## config.mk

```make
export PLATFORM = sky130hd
export DESIGN_NAME = set_less_arbiter_flat
export DESIGN_NICKNAME = d
export VERILOG_FILES = /design/src/rtl/set_less_arbiter_if.sv /design/src/rtl/set_less_arbiter.sv /design/src/flat_wrapper.sv
export SDC_FILE = /design/constraint.sdc
export NUM_CORES = 1
export LEC_CHECK = 0
export ABC_CLOCK_PERIOD_IN_PS = 3100
export CAP_MARGIN = 20
export CORE_MARGIN = 2
export CORE_UTILIZATION = 32
export DETAILED_ROUTE_END_ITERATION = 12
export PLACE_DENSITY = 0.84
export SLEW_MARGIN = 0
export SYNTH_ARGS = -nofsm -noshare
export SYNTH_HDL_FRONTEND = slang
export SYNTH_SLANG_ARGS = --single-unit
```

## constraint.sdc

```tcl
create_clock -name i_Clock -period 3.1 [get_ports i_Clock]
set_clock_uncertainty 0.2 [all_clocks]
set_input_delay 0.62 -clock i_Clock [delete_from_list [all_inputs] [get_ports i_Clock]]
set_output_delay 0.62 -clock i_Clock [all_outputs]
set_load 0.02 [all_outputs]
```

## src/rtl/set_less_arbiter_if.sv

```systemverilog
// Request/response bundle for the shared less-than comparator arbiter.
// The arbiter side uses the slave modport; requesters/consumer use master.
interface set_less_arbiter_if #(
  parameter int NUM_REQ = 2
);
  localparam int ID_W = $clog2(NUM_REQ);

  logic [NUM_REQ-1:0]    i_ReqValid;
  logic [NUM_REQ-1:0]    o_ReqReady;
  logic [NUM_REQ*32-1:0] i_ReqA;
  logic [NUM_REQ*32-1:0] i_ReqB;
  logic [NUM_REQ-1:0]    i_ReqUnsigned;
  logic                  i_Flush;
  logic                  o_RespValid;
  logic                  i_RespReady;
  logic [ID_W-1:0]       o_RespId;
  logic [31:0]           o_RespResult;
  logic [15:0]           o_ConflictCount;

  modport slave (
    input  i_ReqValid, i_ReqA, i_ReqB, i_ReqUnsigned, i_Flush, i_RespReady,
    output o_ReqReady, o_RespValid, o_RespId, o_RespResult, o_ConflictCount
  );

  modport master (
    output i_ReqValid, i_ReqA, i_ReqB, i_ReqUnsigned, i_Flush, i_RespReady,
    input  o_ReqReady, o_RespValid, o_RespId, o_RespResult, o_ConflictCount
  );
endinterface

```

## src/rtl/set_less_arbiter.sv

```systemverilog
// Round-robin arbiter sharing one 32-bit signed/unsigned less-than compare
// between NUM_REQ requesters, with a single-entry registered result buffer.
module set_less_arbiter #(
  parameter int NUM_REQ = 2
) (
  input  logic                 i_Clock,
  input  logic                 i_ResetN,
  set_less_arbiter_if.slave    bus
);
  localparam int ID_W   = $clog2(NUM_REQ);
  localparam int DATA_W = 32;
  localparam int CNT_W  = 16;

  typedef enum logic {EMPTY = 1'b0, FULL = 1'b1} state_e;

  state_e              state_q, state_d;
  logic [ID_W-1:0]     ptr_q, ptr_d;
  logic [ID_W-1:0]     resp_id_q, resp_id_d;
  logic [DATA_W-1:0]   result_q, result_d;
  logic [CNT_W-1:0]    conflict_q, conflict_d;

  logic                can_accept;
  logic                grant_any;
  logic [ID_W-1:0]     gnt_idx;
  logic [ID_W-1:0]     cand;
  logic [NUM_REQ-1:0]  req_ready;
  logic [DATA_W-1:0]   op_a, op_b;
  logic                op_uns;
  logic                lt_bit;

  function automatic logic less_than(input logic [DATA_W-1:0] a,
                                     input logic [DATA_W-1:0] b,
                                     input logic uns);
    logic signed [DATA_W-1:0] sa, sb;
    sa = $signed(a);
    sb = $signed(b);
    if (uns) return (a < b);
    return (sa < sb);
  endfunction

  function automatic logic [CNT_W-1:0] sat_inc(input logic [CNT_W-1:0] v);
    return (v == {CNT_W{1'b1}}) ? v : v + CNT_W'(1);
  endfunction

  // Grant: first valid requester at or after the round-robin pointer.
  always_comb begin
    can_accept = i_ResetN & ~bus.i_Flush & ((state_q == EMPTY) | bus.i_RespReady);
    grant_any  = 1'b0;
    gnt_idx    = '0;
    cand       = '0;
    req_ready  = '0;
    for (int i = 0; i < NUM_REQ; i++) begin
      cand = ID_W'((int'(ptr_q) + i) % NUM_REQ);
      if (can_accept && !grant_any && bus.i_ReqValid[cand]) begin
        grant_any = 1'b1;
        gnt_idx   = cand;
      end
    end
    if (grant_any) req_ready[gnt_idx] = 1'b1;
  end

  always_comb begin
    op_a   = '0;
    op_b   = '0;
    op_uns = 1'b0;
    for (int k = 0; k < NUM_REQ; k++) begin
      if (gnt_idx == ID_W'(k)) begin
        op_a   = bus.i_ReqA[k*DATA_W +: DATA_W];
        op_b   = bus.i_ReqB[k*DATA_W +: DATA_W];
        op_uns = bus.i_ReqUnsigned[k];
      end
    end
    lt_bit = less_than(op_a, op_b, op_uns);
  end

  always_comb begin
    state_d    = state_q;
    ptr_d      = ptr_q;
    resp_id_d  = resp_id_q;
    result_d   = result_q;
    conflict_d = ($countones(bus.i_ReqValid) > 1) ? sat_inc(conflict_q) : conflict_q;
    // Flush beats both the consumer handshake and any pending grant.
    if (bus.i_Flush) begin
      state_d = EMPTY;
    end else if (grant_any) begin
      state_d   = FULL;
      resp_id_d = gnt_idx;
      result_d  = {{(DATA_W-1){1'b0}}, lt_bit};
      ptr_d     = ID_W'((int'(gnt_idx) + 1) % NUM_REQ);
    end else if (state_q == FULL && bus.i_RespReady) begin
      state_d = EMPTY;
    end
  end

  always_ff @(posedge i_Clock or negedge i_ResetN) begin
    if (!i_ResetN) begin
      state_q    <= EMPTY;
      ptr_q      <= '0;
      resp_id_q  <= '0;
      result_q   <= '0;
      conflict_q <= '0;
    end else begin
      state_q    <= state_d;
      ptr_q      <= ptr_d;
      resp_id_q  <= resp_id_d;
      result_q   <= result_d;
      conflict_q <= conflict_d;
    end
  end

  assign bus.o_ReqReady      = req_ready;
  assign bus.o_RespValid     = (state_q == FULL);
  assign bus.o_RespId        = resp_id_q;
  assign bus.o_RespResult    = result_q;
  assign bus.o_ConflictCount = conflict_q;
endmodule

```

## src/flat_wrapper.sv

```systemverilog
// flat-port wrapper written by rule: the top's interface ports become plain ports
module set_less_arbiter_flat 
#(
  parameter int NUM_REQ = 2
)
  (i_Clock, i_ResetN, bus_i_ReqValid, bus_i_ReqA, bus_i_ReqB, bus_i_ReqUnsigned, bus_i_Flush, bus_i_RespReady, bus_o_ReqReady, bus_o_RespValid, bus_o_RespId, bus_o_RespResult, bus_o_ConflictCount);
  set_less_arbiter_if #(.NUM_REQ(NUM_REQ)) bus_i ();
  input  logic i_Clock;
  input  logic i_ResetN;
  input wire logic [$bits(bus_i.i_ReqValid)-1:0] bus_i_ReqValid;
  input wire logic [$bits(bus_i.i_ReqA)-1:0] bus_i_ReqA;
  input wire logic [$bits(bus_i.i_ReqB)-1:0] bus_i_ReqB;
  input wire logic [$bits(bus_i.i_ReqUnsigned)-1:0] bus_i_ReqUnsigned;
  input wire logic [$bits(bus_i.i_Flush)-1:0] bus_i_Flush;
  input wire logic [$bits(bus_i.i_RespReady)-1:0] bus_i_RespReady;
  output wire logic [$bits(bus_i.o_ReqReady)-1:0] bus_o_ReqReady;
  output wire logic [$bits(bus_i.o_RespValid)-1:0] bus_o_RespValid;
  output wire logic [$bits(bus_i.o_RespId)-1:0] bus_o_RespId;
  output wire logic [$bits(bus_i.o_RespResult)-1:0] bus_o_RespResult;
  output wire logic [$bits(bus_i.o_ConflictCount)-1:0] bus_o_ConflictCount;
  assign bus_i.i_ReqValid = bus_i_ReqValid;
  assign bus_i.i_ReqA = bus_i_ReqA;
  assign bus_i.i_ReqB = bus_i_ReqB;
  assign bus_i.i_ReqUnsigned = bus_i_ReqUnsigned;
  assign bus_i.i_Flush = bus_i_Flush;
  assign bus_i.i_RespReady = bus_i_RespReady;
  assign bus_o_ReqReady = bus_i.o_ReqReady;
  assign bus_o_RespValid = bus_i.o_RespValid;
  assign bus_o_RespId = bus_i.o_RespId;
  assign bus_o_RespResult = bus_i.o_RespResult;
  assign bus_o_ConflictCount = bus_i.o_ConflictCount;
  set_less_arbiter #(.NUM_REQ(NUM_REQ)) u_core (.i_Clock(i_Clock), .i_ResetN(i_ResetN), .bus(bus_i));
endmodule
```

-- Word-level counts from Yosys, hierarchy flattened
Cells that the tools add are included.
- bits in registers: 20
- bits in latches: 0
- memory bits (writable): 0
- bits in read-only memories: 0
- bits of input ports: 136
- output and inout bits: 52
- logic and storage cells: 52
- memories: 0
- add/sub/neg operators: 4
- multipliers: 0
- div/mod/pow operators: 0
- $lt $le $gt $ge: 7
- equal/unequal tests: 1
- shift-type cells: 0
- mux-type cells: 20
- bitwise logic cells: 6
- reduce and logical (&&, ||, !) cells: 9
- operator list (cell ; count):
    32-bit < comparator ; 2
    32-bit two-way mux ; 2
    32-bit by 2-bit greater-than comparator with 1-bit output, second input constant ; 1
    16-bit by 1-bit adder with 16-bit output, second input constant ; 1
    16-bit == test, second input constant ; 1
    1-bit two-way mux ; 16
    1-bit by 2-bit < comparator with 1-bit output, second input constant ; 3
    1-bit logical AND ; 5
    2-bit AND reduction ; 2
    1-bit NOT ; 3
    3-bit nonzero test ; 1
    1-bit adder, second input constant ; 2
    1-bit by 1-bit adder with 2-bit output ; 1
    1-bit bitwise AND ; 2
    2-bit two-way mux ; 1
    1-bit demux with 1-bit select ; 1
    1-bit greater-or-equal comparator, second input constant ; 1
    1-bit logical NOT ; 1
    1-bit OR ; 1

-- Logic depth before layout (Yosys ltp)
- word-level depth: 14
- gate-level depth with buffers: 14
- depth with buffers taken out: 12

-- Least setup slack after synthesis
No wires, ideal clock.
- path kind: input to register
- from: input port i_ResetN
- to: register u_core.result_q[0] (netlist: u_core.bus.o_RespResult[0])
- library setup time: 0.087 ns
- arrival time: 3.131 ns
- required time: 2.813 ns
- slack: -0.318 ns
- stages: 14
- buffers on the path: 2
- cells stage by stage: nor2b_1 nand4_1 inv_2 buf_2 buf_1 nand2_1 nand2_1 ha_1 nand4_1 nor4_1 nor3b_1 a32oi_1 and2_1 o211ai_1
- longest elaborated chain between the ends: 12
- elaborated cells between the ends (all ways): 19
- classes of those cells: order compare: 2; mux: 10; bitwise: 2; reduce/logical: 5
- RTL lines (item ; line ; source):
    start, declared ; flat_wrapper.sv:9 ; input logic i_ResetN;
    1-bit bitwise AND (*) (2 in a row) ; set_less_arbiter.sv:47 ; can_accept = i_ResetN & ~bus.i_Flush & ((state_q == EMPTY) | bus.i_RespReady);
    1-bit logical AND ; set_less_arbiter.sv:54 ; if (can_accept && !grant_any && bus.i_ReqValid[cand]) begin
    1-bit two-way mux ; set_less_arbiter.sv:54 ;
    1-bit logical NOT ; set_less_arbiter.sv:54 ;
    1-bit logical AND (2 in a row) ; set_less_arbiter.sv:54 ;
    1-bit two-way mux ; set_less_arbiter.sv:54 ;
    32-bit two-way mux ; set_less_arbiter.sv:67 ; if (gnt_idx == ID_W'(k)) begin
    32-bit < comparator ; set_less_arbiter.sv:37 ; if (uns) return (a < b);
    1-bit two-way mux ; set_less_arbiter.sv:37 ;
    1-bit two-way mux ; set_less_arbiter.sv:38 ; return (sa < sb);
    end signal, assigned ; set_less_arbiter.sv:106 ; result_q <= result_d;
    end, declared ; set_less_arbiter.sv:19 ; logic [DATA_W-1:0] result_q, result_d;
Every way passes the cells marked *; elsewhere a longest branch is shown, timed or not. The select of a mux whose other input is x is not followed.
A chain may end at the register's enable or synchronous reset.

-- Worst setup path after layout
- from: input port bus_i_ReqValid[1]
- to: register u_core.result_q[0] (netlist: u_core.bus.o_RespResult[0])
- longest elaborated chain between the ends: 12
- elaborated cells between the ends (all ways): 21
- classes of those cells: order compare: 2; mux: 14; reduce/logical: 5
- RTL lines (item ; line ; source):
    start, declared ; flat_wrapper.sv:10 ; input wire logic [$bits(bus_i.i_ReqValid)-1:0] bus_i_ReqValid;
    1-bit two-way mux (implied by the code) (2 in a row) ; set_less_arbiter.sv:54 ;
    1-bit logical AND ; set_less_arbiter.sv:54 ;
    1-bit two-way mux ; set_less_arbiter.sv:54 ;
    1-bit logical NOT ; set_less_arbiter.sv:54 ;
    1-bit logical AND (2 in a row) ; set_less_arbiter.sv:54 ;
    1-bit two-way mux ; set_less_arbiter.sv:54 ;
    32-bit two-way mux ; set_less_arbiter.sv:67 ;
    32-bit < comparator ; set_less_arbiter.sv:37 ;
    1-bit two-way mux ; set_less_arbiter.sv:37 ;
    1-bit two-way mux ; set_less_arbiter.sv:38 ;
Parallel ways exist; a longest one is shown, timed or not. The select of a mux whose other input is x is not followed.

==> flow_summary_export.csv <==
group,metric,value,unit
status,run_status,"finished clean",
finish,register_area,500.5,µm²
timing,finalHoldViolCount,0,
finish,area_delta_synth_final,91.21,%
floorplanning,core,7848,µm²
power,power_frac_seq,26.5,%
global_route,grt_first_pass_wirelength,14370,µm
job,max_cap_violations,0,
global_route,grt_overflow,0,
worst_setup_path,crit_path_end_kind,"flip-flop",
routing,route.final.wire_length,10510,µm
clocking,worst_setup_hold_path_clk_slew,0.08,ns
routing,number_of_drc_markers_in_iteration_0,125,
clocking,clk_root_buffer_cell,"sky130_fd_sc_hd__clkbuf_8",
worst_setup_path,critical_path.max_fanout,6,
floorplanning,die_height,94.47,µm
synth,postSynthRegisterBits,20,
timing,report.final.slew_viol_count,0,
worst_setup_path,worst_r2r_endpoint,"u_core.bus.o_RespResult[0]",
synth,synth.top_cell.area_share,19.11,%
power,worst_ir_drop_vdd,0.0004642,V
worst_setup_path,timing.setup.critical_path_class,"in2reg",
clocking,cts-buffers-inserted,3,
power,p_leak,0.002191,µW
routing,antenna_violating_nets_post_route,0,
worst_setup_path,r2r_slack,0.07,ns
floorplanning,io_pins,188,
power,power_frac_clock,14.4,%
floorplanning,die_w,94.47,µm
floorplanning,area_enclosed_by_the_die_boundary,8924,µm²
placement,post-dp-hpwl,7556,µm
floorplanning,num_rows,32,
worst_setup_path,worst-endpoint-arrival,3.02,ns
timing,fmax,324.8,MHz
synth,synth_area,2619,µm²
timing,min_period,3.079,ns
synth,yosysSeqAreaShare,19.11,%
finish,final_layout_size_suffix_gt1_share,18.46,%
routing,drt_via_density,4.998,
placement,dpl_cell_area,4373,µm²
timing,timing.final.setup_violations,0,
power,power.net_switching,510.3,µW
finish,count_of_nets_after_finishing,700,
hold_path,hold_path.class,"in2async",
power,power_density,276.8,nW/µm²
worst_setup_path,critPathRequiredTime,3.04,ns
finish,insertedDiodeCount,0,
synth,yosys-top-cells-area,"sky130_fd_sc_hd__dfrtp_1 19%, sky130_fd_sc_hd__nand2_1 15%, sky130_fd_sc_hd__ha_1 15%",
synth,ys_top_cells_by_count,"108 x sky130_fd_sc_hd__nand2_1, 32 x sky130_fd_sc_hd__ha_1, 32 x sky130_fd_sc_hd__mux2i_1",
finish,area_occupied_by_multi_input_gates,2237,µm²
synth,synth_ff_type,"sky130_fd_sc_hd__dfrtp_1",
synth,synthCells,336,
global_route,number_of_antenna_violations_at_the_first_check_in_global_routing,0,
synth,async_reset_ff_share,100.0,%
finish,nFillCells,601,
clocking,tritoncts_clock_tree,"done",
global_route,grt_max_degree,21,
routing,remaining_drc_errors,0,
clocking,holdBufCountCts,0,
placement,place_congestion,0.8270,
power,power.combinational.fraction,59.2,%
floorplanning,effective_utilization_at_floorplan,33.37,%
power,cellInternalPower,875.6,µW
routing,detailroute.via_count,3164,
synth,synth_edf_count,0,
synth,synth_cell_type_count,44,
finish,design_area,5007,µm²
synth,synth_top_area_cell,"sky130_fd_sc_hd__dfrtp_1",
clocking,cts_num_sinks,20,
timing,hold-worst-slack,0.1053,ns
synth,yosys.cell_count.top_type,"sky130_fd_sc_hd__nand2_1",
worst_setup_path,ff_to_ff_start,"u_core.bus.o_RespValid",
global_route,global_route.usage.total,20.39,%
clocking,maximum_number_of_buffers_from_clock_root_to_sink,2,
power,switching_share,36.82,%
synth,yosysWarningCount,0,
clocking,htreeDepth,1,
synth,synthesis.area_per_instance,7.794,µm²
routing,drtPass1Iterations,4,
timing,rsz_0062_raised_after_global_routing,"true",
timing,final.period_utilization,99.32,%
clocking,worst_skew_pair.late_latency,0.26,ns
worst_setup_path,timing.reg2reg.worst_path_depth,14,
timing,worst_slew_pin_slew,0.6500,ns
routing,avgRoutedWirePerCell,16.61,µm
placement,port_buffers,156,
global_route,grt_pass1_vias,3069,
worst_setup_path,start_kind,"primary input",
timing,timing.slew.headroom,56.21,%
[what timing repair did]
item,CTS,global route
pin swaps,10,17
endpoints found under the setup margin,2,1
cloned,3,2
setup buffers,16,1
resized for setup,39,43
[metrics by stage]
| stage | total power, µW | setup TNS (ns) | util [%] | cells | setup slack (ns) |
|---|---|---|---|---|---|
| 6_report | 1386 | 0 | 63.81 | 633 | 0.02112 |
| 2_1_floorplan | 732.4 | 0 | - | 366 | 0.01549 |
| 3_3_place_gp | 1059 | -0.8666 | 55.72 | 609 | -0.5691 |
| 4_1_cts | 1331 | 0 | 60.91 | 631 | 0.001393 |
| 5_1_grt | 1475 | -0.08559 | 63.81 | 633 | -0.08559 |
| 3_5_place_dp | 1074 | -0.9235 | 55.72 | 609 | -0.6204 |
[critical path, cell delays in order]
cell and delay [ns]:
sky130_fd_sc_hd__clkdlybuf4s15_1 0.19, sky130_fd_sc_hd__nand4_1 0.21, sky130_fd_sc_hd__inv_4 0.20, sky130_fd_sc_hd__buf_12 0.14, sky130_fd_sc_hd__buf_16 0.12, sky130_fd_sc_hd__mux2i_1 0.21, sky130_fd_sc_hd__ha_1 0.28, sky130_fd_sc_hd__buf_4 0.15
sky130_fd_sc_hd__nand4_1 0.14, sky130_fd_sc_hd__nor3_1 0.08, sky130_fd_sc_hd__a211oi_1 0.25, sky130_fd_sc_hd__and3_1 0.21, sky130_fd_sc_hd__and2_1 0.13, sky130_fd_sc_hd__o211ai_1 0.09
[registers in the layout, indices dropped and copies added (netlist names)]
name / count
u_core.bus.o_ConflictCount: 16
u_core.bus.o_RespId: 1
u_core.bus.o_RespResult: 1
u_core.bus.o_RespValid: 1
u_core.ptr_q: 1
[cells by family after synthesis]
group | synth area share (%)
buffers and inverters | 11.51
DFF | 19.11
xor gates and xnor gates | 5.017
muxes | 13.09
adders and majority gates | 15.29
and+or+nand+nor | 27.04
AOI/OAI and AO/OA | 8.792
other | 0.1432
[layout by cell type, fill, tap and decap left out, drive strengths merged, types with 8 or more instances in the layout]
cell,instances
nand4,15
conb,31
dfrtp,20
clkdlybuf4s50,150
clkbuf,8
xnor2,13
mux2i,32
a21oi,8
buf,47
nand2,108
ha,32
[power groups by stage]
| stage | combinational [µW] | clock [µW] | sequential, µW |
|---|---|---|---|
| 6_report | 820 | 199 | 367 |
| 3_5_place_dp | 703 | 0 | 371 |
| 2_1_floorplan | 317 | 0 | 415 |
| 5_1_grt | 885 | 213 | 377 |
| 4_1_cts | 763 | 200 | 368 |
| 3_3_place_gp | 689 | 0 | 370 |
[how the worst max path moves through the flow]
stage                      startpoint                         end  depth (start not counted)  slack [ns]
floorplan             bus_i_RespReady  u_core.bus.o_RespResult[0]                         14        0.02
global placement             i_ResetN  u_core.bus.o_RespResult[0]                         14       -0.57
detailed placement           i_ResetN  u_core.bus.o_RespResult[0]                         14       -0.62
CTS                       bus_i_Flush  u_core.bus.o_RespResult[0]                         15       0.001
global route                 i_ResetN  u_core.bus.o_RespResult[0]                         15       -0.09
finish              bus_i_ReqValid[1]  u_core.bus.o_RespResult[0]                         14        0.02
[area by class of cell]
class | count | area share [%]
multi-input cells | 300 | 44.68
repair buffers | 203 | 41.33
flip-flops and latches | 20 | 9.995
well taps | 102 | 2.549
clock buffers | 4 | 1.099
inverters | 4 | 0.3498
[metal layers]
layer / up-vias / wire length [µm] / track usage [%]
li1: 1499 / - / -
met2: 156 / 5470 / 38.45
met5: - / 0 / 0
met4: 0 / 171 / 3.019
met3: 16 / 901 / 4.310
met1: 1493 / 3968 / 24.09
No activity file was read; power rests on OpenSTA's default activity.
